`src/rtl/uart_pkg.sv`:
```
// Shared types and constants for the FIFO-draining UART transmitter.
// Imported by the interface, the baud counter and the top level.
package uart_pkg;

  localparam int UART_DATA_W           = 8;
  localparam int UART_CLKS_PER_BIT_DEF = 4;

  typedef enum logic [2:0] {
    ST_IDLE  = 3'd0,
    ST_RD    = 3'd1,
    ST_WAIT  = 3'd2,
    ST_START = 3'd3,
    ST_DATA  = 3'd4,
    ST_STOP  = 3'd5
  } uart_state_t;

  // The baud counter only runs while a serial frame is on the line.
  function automatic logic in_frame(input uart_state_t s);
    return (s == ST_START) || (s == ST_DATA) || (s == ST_STOP);
  endfunction

endpackage

```
`src/rtl/fifo_uart_tx_if.sv`:
```
// FIFO read port plus serial-side signals of the UART transmitter.
// master = the transmitter, slave = the FIFO / pin environment.
interface fifo_uart_tx_if;
  import uart_pkg::*;

  logic                   tx_en;
  logic                   fifo_empty;
  logic [UART_DATA_W-1:0] fifo_data;
  logic                   fifo_rd;
  logic                   tx;
  logic                   busy;

  modport master (
    input  tx_en,
    input  fifo_empty,
    input  fifo_data,
    output fifo_rd,
    output tx,
    output busy
  );

  modport slave (
    output tx_en,
    output fifo_empty,
    output fifo_data,
    input  fifo_rd,
    input  tx,
    input  busy
  );

endinterface

```
`src/rtl/uart_baud_cnt.sv`:
```
// Bit-period counter: counts 0..CLKS_PER_BIT-1, wraps, and flags the last count.
// Held at zero while i_clr is high so every frame starts on a fresh period.
module uart_baud_cnt
  import uart_pkg::*;
#(
  parameter int CLKS_PER_BIT = UART_CLKS_PER_BIT_DEF
) (
  input  logic clk,
  input  logic rst,
  input  logic i_clr,
  output logic o_bit_done
);

  localparam int CNT_W = (CLKS_PER_BIT > 1) ? $clog2(CLKS_PER_BIT) : 1;
  localparam logic [CNT_W-1:0] LAST = CNT_W'(CLKS_PER_BIT - 1);

  logic [CNT_W-1:0] r_cnt;
  logic             w_last;

  assign w_last = (r_cnt == LAST);

  always_ff @(posedge clk or posedge rst) begin
    if (rst) begin
      r_cnt <= '0;
    end else if (i_clr || w_last) begin
      r_cnt <= '0;
    end else begin
      r_cnt <= r_cnt + 1'b1;
    end
  end

  assign o_bit_done = w_last && !i_clr;

endmodule

```
`src/rtl/fifo_uart_tx.sv`:
```
// Drains the byte FIFO one entry at a time and sends each as an 8N1 frame, LSB first.
// All outputs come straight from registers.
//
// state | meaning
// IDLE  | line high; wait for non-empty FIFO with tx_en
// RD    | one-cycle fifo_rd strobe
// WAIT  | FIFO presents data; captured into shift register on exit
// START | start bit (low) for one bit period
// DATA  | eight data bits, LSB first
// STOP  | stop bit (high) for one bit period
module fifo_uart_tx
  import uart_pkg::*;
#(
  parameter int CLKS_PER_BIT = UART_CLKS_PER_BIT_DEF
) (
  input  logic           clk,
  input  logic           reset,
  fifo_uart_tx_if.master bus
);

  uart_state_t            r_state;
  logic [UART_DATA_W-1:0] r_shreg;
  logic [2:0]             r_bit_idx;
  logic                   r_tx;
  logic                   r_fifo_rd;
  logic                   r_busy;

  logic                   w_bit_done;
  logic                   w_cnt_clr;

  assign w_cnt_clr = !in_frame(r_state);

  uart_baud_cnt #(
    .CLKS_PER_BIT (CLKS_PER_BIT)
  ) u_baud_cnt (
    .clk        (clk),
    .rst        (reset),
    .i_clr      (w_cnt_clr),
    .o_bit_done (w_bit_done)
  );

  always_ff @(posedge clk or posedge reset) begin
    if (reset) begin
      r_state   <= ST_IDLE;
      r_shreg   <= '0;
      r_bit_idx <= '0;
      r_tx      <= 1'b1;
      r_fifo_rd <= 1'b0;
      r_busy    <= 1'b0;
    end else begin
      r_fifo_rd <= 1'b0;
      case (r_state)
        ST_IDLE: begin
          if (!bus.fifo_empty && bus.tx_en) begin
            r_state   <= ST_RD;
            r_fifo_rd <= 1'b1;
            r_busy    <= 1'b1;
          end
        end
        ST_RD: begin
          r_state <= ST_WAIT;
        end
        ST_WAIT: begin
          r_shreg   <= bus.fifo_data;
          r_bit_idx <= '0;
          r_tx      <= 1'b0;
          r_state   <= ST_START;
        end
        ST_START: begin
          if (w_bit_done) begin
            r_tx    <= r_shreg[0];
            r_state <= ST_DATA;
          end
        end
        ST_DATA: begin
          if (w_bit_done) begin
            // index wraps back to 0 after bit 7, ready for the next frame
            r_bit_idx <= r_bit_idx + 3'd1;
            if (r_bit_idx == 3'd7) begin
              r_tx    <= 1'b1;
              r_state <= ST_STOP;
            end else begin
              r_shreg <= {1'b0, r_shreg[UART_DATA_W-1:1]};
              r_tx    <= r_shreg[1];
            end
          end
        end
        ST_STOP: begin
          if (w_bit_done) begin
            r_busy  <= 1'b0;
            r_state <= ST_IDLE;
          end
        end
        default: begin
          r_tx    <= 1'b1;
          r_busy  <= 1'b0;
          r_state <= ST_IDLE;
        end
      endcase
    end
  end

  assign bus.tx      = r_tx;
  assign bus.fifo_rd = r_fifo_rd;
  assign bus.busy    = r_busy;

endmodule

```
`src/flat_wrapper.sv`:
```
// flat-port wrapper written by rule: the top's interface ports become plain ports
module fifo_uart_tx_flat import uart_pkg::*;
#(
  parameter int CLKS_PER_BIT = UART_CLKS_PER_BIT_DEF
)
  (clk, reset, bus_tx_en, bus_fifo_empty, bus_fifo_data, bus_fifo_rd, bus_tx, bus_busy);
  fifo_uart_tx_if bus_i ();
  input  logic clk;
  input  logic reset;
  input wire logic [$bits(bus_i.tx_en)-1:0] bus_tx_en;
  input wire logic [$bits(bus_i.fifo_empty)-1:0] bus_fifo_empty;
  input wire logic [$bits(bus_i.fifo_data)-1:0] bus_fifo_data;
  output wire logic [$bits(bus_i.fifo_rd)-1:0] bus_fifo_rd;
  output wire logic [$bits(bus_i.tx)-1:0] bus_tx;
  output wire logic [$bits(bus_i.busy)-1:0] bus_busy;
  assign bus_i.tx_en = bus_tx_en;
  assign bus_i.fifo_empty = bus_fifo_empty;
  assign bus_i.fifo_data = bus_fifo_data;
  assign bus_fifo_rd = bus_i.fifo_rd;
  assign bus_tx = bus_i.tx;
  assign bus_busy = bus_i.busy;
  fifo_uart_tx #(.CLKS_PER_BIT(CLKS_PER_BIT)) u_core (.clk(clk), .reset(reset), .bus(bus_i));
endmodule
```
`config.mk`:
```
export PLATFORM = sky130hd
export DESIGN_NAME = fifo_uart_tx_flat
export DESIGN_NICKNAME = d
export VERILOG_FILES = /design/src/rtl/uart_pkg.sv /design/src/rtl/fifo_uart_tx_if.sv /design/src/rtl/uart_baud_cnt.sv /design/src/rtl/fifo_uart_tx.sv /design/src/flat_wrapper.sv
export SDC_FILE = /design/constraint.sdc
export NUM_CORES = 1
export LEC_CHECK = 0
export BUFFER_PORTS_ARGS = -buffer_cell sky130_fd_sc_hd__buf_2
export CAP_MARGIN = 25
export CORE_MARGIN = 5
export CORE_UTILIZATION = 44
export DETAILED_ROUTE_END_ITERATION = 10
export HOLD_SLACK_MARGIN = 0.08
export PLACE_DENSITY = 0.69
export SLEW_MARGIN = 10
export SYNTH_ARGS = -nofsm -noshare
export SYNTH_HDL_FRONTEND = slang
export SYNTH_SLANG_ARGS = --single-unit
```
`constraint.sdc`:
```
create_clock -name clk -period 2.21 [get_ports clk]
set_input_delay 0.1105 -clock clk [delete_from_list [all_inputs] [get_ports clk]]
set_output_delay 0.1105 -clock clk [all_outputs]
set_load 0.02 [all_outputs]
```
* Word level (Yosys, flattened, before mapping) *
Cells that the tools add are included.

storage, ports and cells
  register bits = 19
  input port bits = 12
  output and inout bits = 3
  word-level logic and storage cells = 61

operators by class
  multiplexer cells = 21
  reductions and logical operators = 16
  add/subtract/negate cells = 2
  equal/unequal tests = 13
  bitwise logic cells = 2

operator list
  kind                 count
  $mux 3               6
  $pmux 3 s6           1
  $mux 8               2
  $pmux 8 s2           1
  $ne 2x2->1 const B   5
  $eq 3x3->1 const B   3
  $reduce_and 3->1     3
  $mux 1               7
  $eq 3x2->1 const B   2
  $pmux 3 s2           1
  $reduce_and 5->1     1
  $pmux 1 s4           1
  $reduce_or 4->1      1
  $add 3x1->3 const B  1
  $eq 3x1->1 const B   1
  $logic_not 3->1      1
  $logic_or 1x1->1     3
  $pmux 1 s3           1
  $reduce_or 3->1      1
  $add 2x1->2 const B  1
  $eq 2x2->1 const B   1
  $logic_and 1x1->1    2
  $logic_not 1->1      2
  $mux 2               1
  4 further kinds      5

* Longest topological paths before layout *
Gate-level depths: netlist of the first run.

  depth in word-level cells = 6
  gate-level depth with buffers = 7
  depth with buffers taken out = 6

* Cells and area by module *
A second synthesis of the first run with hierarchy kept.

second synthesis, totals
  cell total of the unflattened synthesis = 88
  area, all modules = 1017.2 sq um

modules (own cells, without submodules)
  module         area an instance (sq um)  sequential area each (sq um)  instances  cells each
  fifo_uart_tx   927.1                     426.7                         1          81
  uart_baud_cnt  90.1                      50.0                          1          7

* Worst setup path before layout of the first run *
OpenSTA, ideal clock, no wires.

  path kind = register to register
  start = register u_core.r_bit_idx[0]
  end = register u_core.r_shreg[1]
  arrival = 1434 ps
  period minus slack after synthesis = 1507 ps
  data required time = 2137 ps
  path buffers = 1
  path slack = 703 ps
  cell stages (with the launch flop) = 8
  setup time = 73 ps
  cell sequence = dfrtp_1 ha_1 ha_1 and4bb_1 o21ba_4 buf_8 nor2_2 a21oi_2

on the way
  word-level cells in the longest chain between the ends = 3

RTL lines
  item                        RTL line            source
  start: declaration          fifo_uart_tx.sv:23  logic [2:0] r_bit_idx;
  start signal: assignment    fifo_uart_tx.sv:78  r_bit_idx <= r_bit_idx + 3'd1;
  $eq 3x3->1                  fifo_uart_tx.sv:79  if (r_bit_idx == 3'd7) begin
  $ne 2x2->1 (no line)        n/a
  $reduce_and 3->1 (no line)  n/a
  end signal: assignment      fifo_uart_tx.sv:64  r_shreg <= bus.fifo_data;
  end signal: assignment      fifo_uart_tx.sv:83  r_shreg <= {1'b0, r_shreg[UART_DATA_W-1:1]};
  end: declaration            fifo_uart_tx.sv:22  logic [UART_DATA_W-1:0] r_shreg;

Every way passes these cells.
A chain may end at the register's enable or synchronous reset.

* Worst setup path in the final report of the first run *
  start = register u_core.r_bit_idx[0]
  end = register u_core.r_shreg[2]

Same word-level chain as after synthesis.

==> metrics.md, run 1 <==
| Metric | Value |
|---|---|
| Postcts setup bufs | `0` |
| Vias/cell | `5.24` |
| Syn Nets | `115` |
| Number of fillers in the final layout | `223` |
| Startpoint types | `flip-flop` |
| Reg-to-Reg Start | `u_core.r_bit_idx[0]` |
| Nets | `roughly 130` |
| Cells after Synth | `100` |
| Crit share post-route | `74.7%` |
| All-Layer GR Usage | `12.3%` |
| Routed via count | `754` |
| #FFs+latches synth | `19` |
| 1st-pass router iterations | `4` |
| Max Cap Viol | `0` |
| Final GP Congestion | `about 0.75` |
| Final hold violations | `0` |
| Global-route wire length before repair | `approximately 3.2 mm` |
| Initial Util | `a little under half` |
| Fmax | `0.606 GHz` |
| CTS tree | `yes` |
| Clk_skew | `0.00435 ns` |
| Avg Inst Size Synth | `between 10 and 15 sq um` |
| Post-synth cell types | `38` |
| Final core occ | `52.2%` |
| Hold wc startpoint | `bus_tx_en` |
| Top_reg_cell synth | `dfrtp_1` |
| Hold path depth | `3` |
| Pleak | `approximately 0.54 nW` |
| Largest net degree at the start of global routing | `20` |
| R2r setup slk | `around 0.56 ns` |
| Crit path kind | `reg2reg` |
| Synthesized cell area | `1050 sq um` |
| Crit path from | `u_core.r_bit_idx[0]` |
| Pwr Density | `737 nW/um^2` |
| Number of H-tree levels | `1` |
| Synth async-reset ratio | `100%` |
| Placed cells | `between 100 and 150` |
| Critical Path AT | `approximately 1.9 ns` |
| Routed wire length | `approximately 1.8 mm` |
| Fin Setup TNS | `0 ns` |
| Cell taking the most area after synthesis | `dfrtp_1` |
| Root Buffer | `clkbuf_4` |
| Drt drc | `0` |
| Status | `finished clean` |
| Number of global-route vias before repair | `~740` |
| Port bufs | `14` |
| Area of the core | `2230 sq um` |
| Critical R2R Capture | `u_core.r_shreg[2]` |
| Post-synth top cells | `dfrtp_1 (18), nor2_1 (11), a21oi_2 (7), inv_1 (7), mux2i_1 (7)` |
| Reg2Reg Depth | `6` |
| CTS buffer count | `3` |
| Initial antenna violation count | `0` |
| Total gr overflow | `0` |
| Cell with the most instances after synthesis | `dfrtp_1` |
| Fin crit period | `1.65 ns` |
| Post-CTS Resized | `0` |
| Worst vdd ir | `0.510 mV` |
| Layout Cells excl Fill | `about 140` |
| Die H | `58.8 um` |
| Max transition margin | `52.6%` |
| Inserted Diodes | `0` |
| Initial DRC Count | `12` |
| Clock latency on the worst-skew pair | `0.29 ns` |
| Reg clk slew, reported paths | `0.11 ns` |
| Die area | `3450 sq um` |
| Top post-synthesis cells by area | `dfrtp_1 (43%), mux2i_1 (6.7%), a21oi_2 (5.9%)` |
| Clock Tree Buf Depth | `2` |
| RSZ-0062 raised after global routing | `no` |
| Clk sinks | `19` |
| Sequential share of the synthesized area | `45.6%` |
| Hold WC Path Type | `in2reg` |
| EDFF count, synth | `0` |
| Worst EP required | `2.44 ns` |
| Area Overhead vs Synth | `11.5%` |
| Drt wl/cell | `~13 um` |
| Worst-margin pin slew | `a little over 0.7 ns` |
| Post-detail-place hpwl | `1.36 mm` |
| Synth warnings | `0` |
| Chip Width | `58.8 um` |
| # IOs | `15` |
| Post-CTS Hold Fix Bufs | `2` |
| Post-DRT Antenna Nets | `0` |
| Setup violations, final | `0` |
| Share of layout cells above drive strength 1 | `27.6%` |
| FP Rows | `17` |
| Yosys top cell area share | `a little over two fifths` |
| Crit. End Element | `flip-flop` |
| Hold endpoint | `u_core.bus.fifo_rd` |
| Worst-path maximum fanout | `15` |
| Max-slew violation count | `0` |
[how the worst max path moves through the flow]
stage                              to  cells after the start  slack [ns]
detailed placement  u_core.r_shreg[4]                      6        0.57
CTS                 u_core.r_shreg[2]                      6        0.55
global placement    u_core.r_shreg[3]                      6        0.65
finish              u_core.r_shreg[2]                      6        0.56
global route        u_core.r_shreg[6]                      6        0.44
floorplan           u_core.r_shreg[1]                      7        0.70
[layout by cell type (no fill, tap or decap), types with 2 or more instances in the layout]
| master | count |
|---|---|
| ha_1 | 3 |
| nand2b_1 | 3 |
| a21oi_2 | 7 |
| dfrtp_1 | 18 |
| and3_1 | 2 |
| nor2_2 | 2 |
| and2b_1 | 2 |
| a31oi_1 | 3 |
| o22ai_1 | 4 |
| mux2i_1 | 7 |
| buf_2 | 14 |
| dlygate4sd3_1 | 2 |
| nand2_1 | 3 |
| clkbuf_4 | 3 |
| nor2_1 | 11 |
| inv_1 | 7 |
| a21oi_1 | 4 |
[cells by family (layout without fill, tap and decap cells)]
logic type,Yosys count,in the layout,synth area share [%]
fa+ha+maj,3,3,3.59
compound gates,29,29,20.9
mux,7,7,6.70
buf+inv,12,28,5.86
flops,19,19,45.6
simple gates,30,30,17.3
[metrics by stage]
step / instance area (sq um) / power (mW) / hold WS [ns] / setup WS [ns]
floorplan: 1050 / 0.652 / 0.0609 / 0.703
global placement: 1120 / 0.689 / 0.267 / 0.649
detailed placement: 1120 / 0.697 / 0.266 / 0.571
CTS: 1170 / 0.875 / 0.0839 / 0.547
global route: 1170 / 0.929 / 0.102 / 0.440
finish: 1170 / 0.860 / 0.0985 / 0.559
[power breakdown]
group | internal, mW | switching (mW)
clock network | 0.0701 | 0.102
logic | 0.111 | 0.117
registers | 0.410 | 0.0502
total | 0.591 | 0.269
[metal layers]
metal  track usage [%]  part of all wire, %  vias up
met5                 0                    0        -
met4              5.83                  1.7        0
met3              2.85                  2.4        4
met2              19.7                   51        9
met1              15.6                   45      350
li1                  -                    -      391
[sequential cells by signal (all words and copies together), names as in the netlist]
| register | cells |
|---|---|
| u_core.r_shreg | 8 |
| u_core.r_bit_idx | 3 |
| u_core.r_state | 3 |
| u_core.u_baud_cnt.r_cnt | 2 |
| u_core.bus.busy | 1 |
| u_core.bus.fifo_rd | 1 |
| u_core.bus.tx | 1 |
[layout make-up]
cell class | instances | area (sq um) | share of cell area [%]
clock buffers | 4 | 26.3 | 2.25
inverters | 8 | 30.0 | 2.58
multi-input cells | 69 | 508 | 43.6
flip-flops and latches | 19 | 477 | 40.9
well taps | 28 | 35.0 | 3.00
repair buffers | 16 | 90.1 | 7.73
[critical path, cell delays in order (launching register included)]
cell      delay, ns
dfrtp_1        0.42
ha_1           0.21
ha_1           0.21
and4bb_1       0.28
o21ba_4        0.29
nor2_1         0.08
a21oi_2        0.10
No activity file was read; power rests on OpenSTA's default activity.
==> run 2, diff against run 1 <==
==> constraint.sdc (replaced) <==
create_clock -name clk -period 1.7 [get_ports clk]
set_input_delay 0.085 -clock clk [delete_from_list [all_inputs] [get_ports clk]]
set_output_delay 0.085 -clock clk [all_outputs]
set_load 0.02 [all_outputs]
==> metrics.md, run 2 (synthesis results as in run 1) <==
| Metric | Value |
|---|---|
| Largest regs | `u_core.r_shreg (8), u_core.r_bit_idx (3), u_core.r_state (3)` |
| 1st-pass router iterations | `4` |
| Area Overhead vs Synth | `16.9%` |
| Crit path kind | `reg2reg` |
| Worst vdd ir | `0.511 mV` |
| Hold WC Path Type | `in2reg` |
| Pleak | `0.564 nW` |
| CTS buffer count | `3` |
| Share of layout cells above drive strength 1 | `between 20% and 30%` |
| Clk_skew | `0.00390 ns` |
| Layout Cells excl Fill | `150` |
| Max transition margin | `between 50% and 60%` |
| RSZ-0062 raised after global routing | `no` |
| Max Cap Viol | `0` |
| Placed cells | `140` |
| # IOs | `15` |
| Pwr Density | `948 nW/um^2` |
| Number of H-tree levels | `1` |
| Number of flip-flops under the largest register name | `8` |
| Clk sinks | `19` |
| Root Buffer | `clkbuf_4` |
| Hold WS | `0.0815 ns` |
| Post-detail-place hpwl | `1.40 mm` |
| Startpoint types | `flip-flop` |
| Pre-CTS setup slack | `0.0928 ns` |
| Worst EP required | `1.89 ns` |
| Status | `finished clean` |
| Setup violations, final | `0` |
| Drt drc | `0` |
| Die area | `3450 sq um` |
| Die H | `between 50 and 60 um` |
| All-Layer GR Usage | `12.8%` |
| Routed wire length | `2.09 mm` |
| Crit share post-route | `94.8%` |
| Final GP Congestion | `0.789` |
| Largest net degree at the start of global routing | `20` |
| Clock Tree Buf Depth | `2` |
| Total gr overflow | `0` |
| Inserted Diodes | `0` |
| Placed Instance Area | `1130 sq um` |
| Area of the core | `2230 sq um` |
| Commonest non-fill, non-tap cells in the layout | `dfrtp_1 (17), buf_2 (14), nor2_1 (11)` |
| Clock latency on the worst-skew pair | `0.30 ns` |
| Critical Path AT | `~1.8 ns` |
| Nets | `138` |
| Crit. End Element | `flip-flop` |
| CTS tree | `yes` |
| Final hold violations | `0` |
| FP Rows | `17` |
| Global-route wire length before repair | `3.46 mm` |
| Fin area | `approximately 1200 sq um` |
| Chip Width | `just under 60 um` |
| Initial Util | `46.8%` |
| Commonest non-fill, non-tap cell in the layout | `dfrtp_1` |
| Register with the most flip-flops | `u_core.r_shreg` |
| Initial DRC Count | `11` |
| Post-DRT Antenna Nets | `0` |
| Fin crit period | `approximately 1.6 ns` |
| Postcts setup bufs | `0` |
| Reg clk slew, reported paths | `0.11 ns` |
| Worst-margin pin slew | `0.719 ns` |
| Port bufs | `14` |
| Final setup margin | `0.0891 ns` |
| Vias/cell | `~5.4` |
| Initial antenna violation count | `0` |
| Routed via count | `810` |
| Number of global-route vias before repair | `~800` |
| Drt wl/cell | `14.0 um` |
| Fin Setup TNS | `0 ns` |
| Max-slew violation count | `0` |
| Number of fillers in the final layout | `212` |
| Worst-path maximum fanout | `7` |
| Fmax | `0.621 GHz` |
## run 2: changes by cell type in the layout (fill, tap and decap cells not counted), sizes merged
cell	previous run	this run
buf	14	16
dlygate4sd3	2	5
o21ba	1	2
## run 2: routing by layer
| layer | wire [um] | track usage [%] | vias to the layer above |
|---|---|---|---|
| li1 | - | - | 398 |
| met1 | 967 | 16.2 | 395 |
| met2 | 1040 | 21.5 | 13 |
| met3 | 62 | 3.95 | 4 |
| met4 | 22 | 2.91 | 0 |
| met5 | 0 | 0 | - |
## run 2: layout make-up
type	instances	area, sq um	area share, %
Sequential cell	19	478	39.1
Multi-Input combinational cell	70	518	42.4
Inverter	8	30.0	2.46
Clock buffer	4	26.3	2.15
Timing Repair Buffer	21	135	11.1
Tap cell	28	35.0	2.87
## run 2: power breakdown
group | switching (mW) | leakage [nW] | internal (mW) | total (mW)
clock | 0.142 | 0.0150 | 0.0916 | 0.234
sequential | 0.0581 | 0.224 | 0.534 | 0.593
combinational | 0.174 | 0.326 | 0.158 | 0.332
total | 0.374 | 0.564 | 0.784 | 1.16
## run 2: what timing repair did
| item | 4_1_cts | 5_1_grt |
|---|---|---|
| endpoints found under the setup margin | 0 | 6 |
| hold buffers | 5 | 0 |
| endpoints found under the hold margin | 21 | 0 |
| gates resized for setup | 0 | 1 |
## run 2: path summary, 6_finish.rpt
path	startpoint	to	slack (ns)	cells past startpoint
min in group asynchronous	reset	u_core.r_shreg[5]	0.43	3
worst min register to register	u_core.u_baud_cnt.r_cnt[0]	u_core.u_baud_cnt.r_cnt[0]	0.44	1
worst max-delay path	u_core.r_bit_idx[0]	u_core.r_shreg[4]	0.09	5
worst min-delay path	bus_fifo_data[2]	u_core.r_shreg[2]	0.08	3
worst max register to register	u_core.r_bit_idx[0]	u_core.r_shreg[4]	0.09	5
max in group asynchronous	reset	u_core.r_state[2]	0.78	3
## run 2: metrics by stage
stage	power [mW]	utilization (%)
floorplan	0.848	-
global placement	0.905	50.8
detailed placement	0.917	50.8
CTS	1.16	54.2
global route	1.23	54.7
finish	1.16	54.7
## run 2: worst max-delay path: stages (launching register included)
cell and delay [ns]:
dfrtp_1 0.42, ha_1 0.21, ha_1 0.20, and4bb_1 0.30
o21ba_2 0.29, a21oi_2 0.08
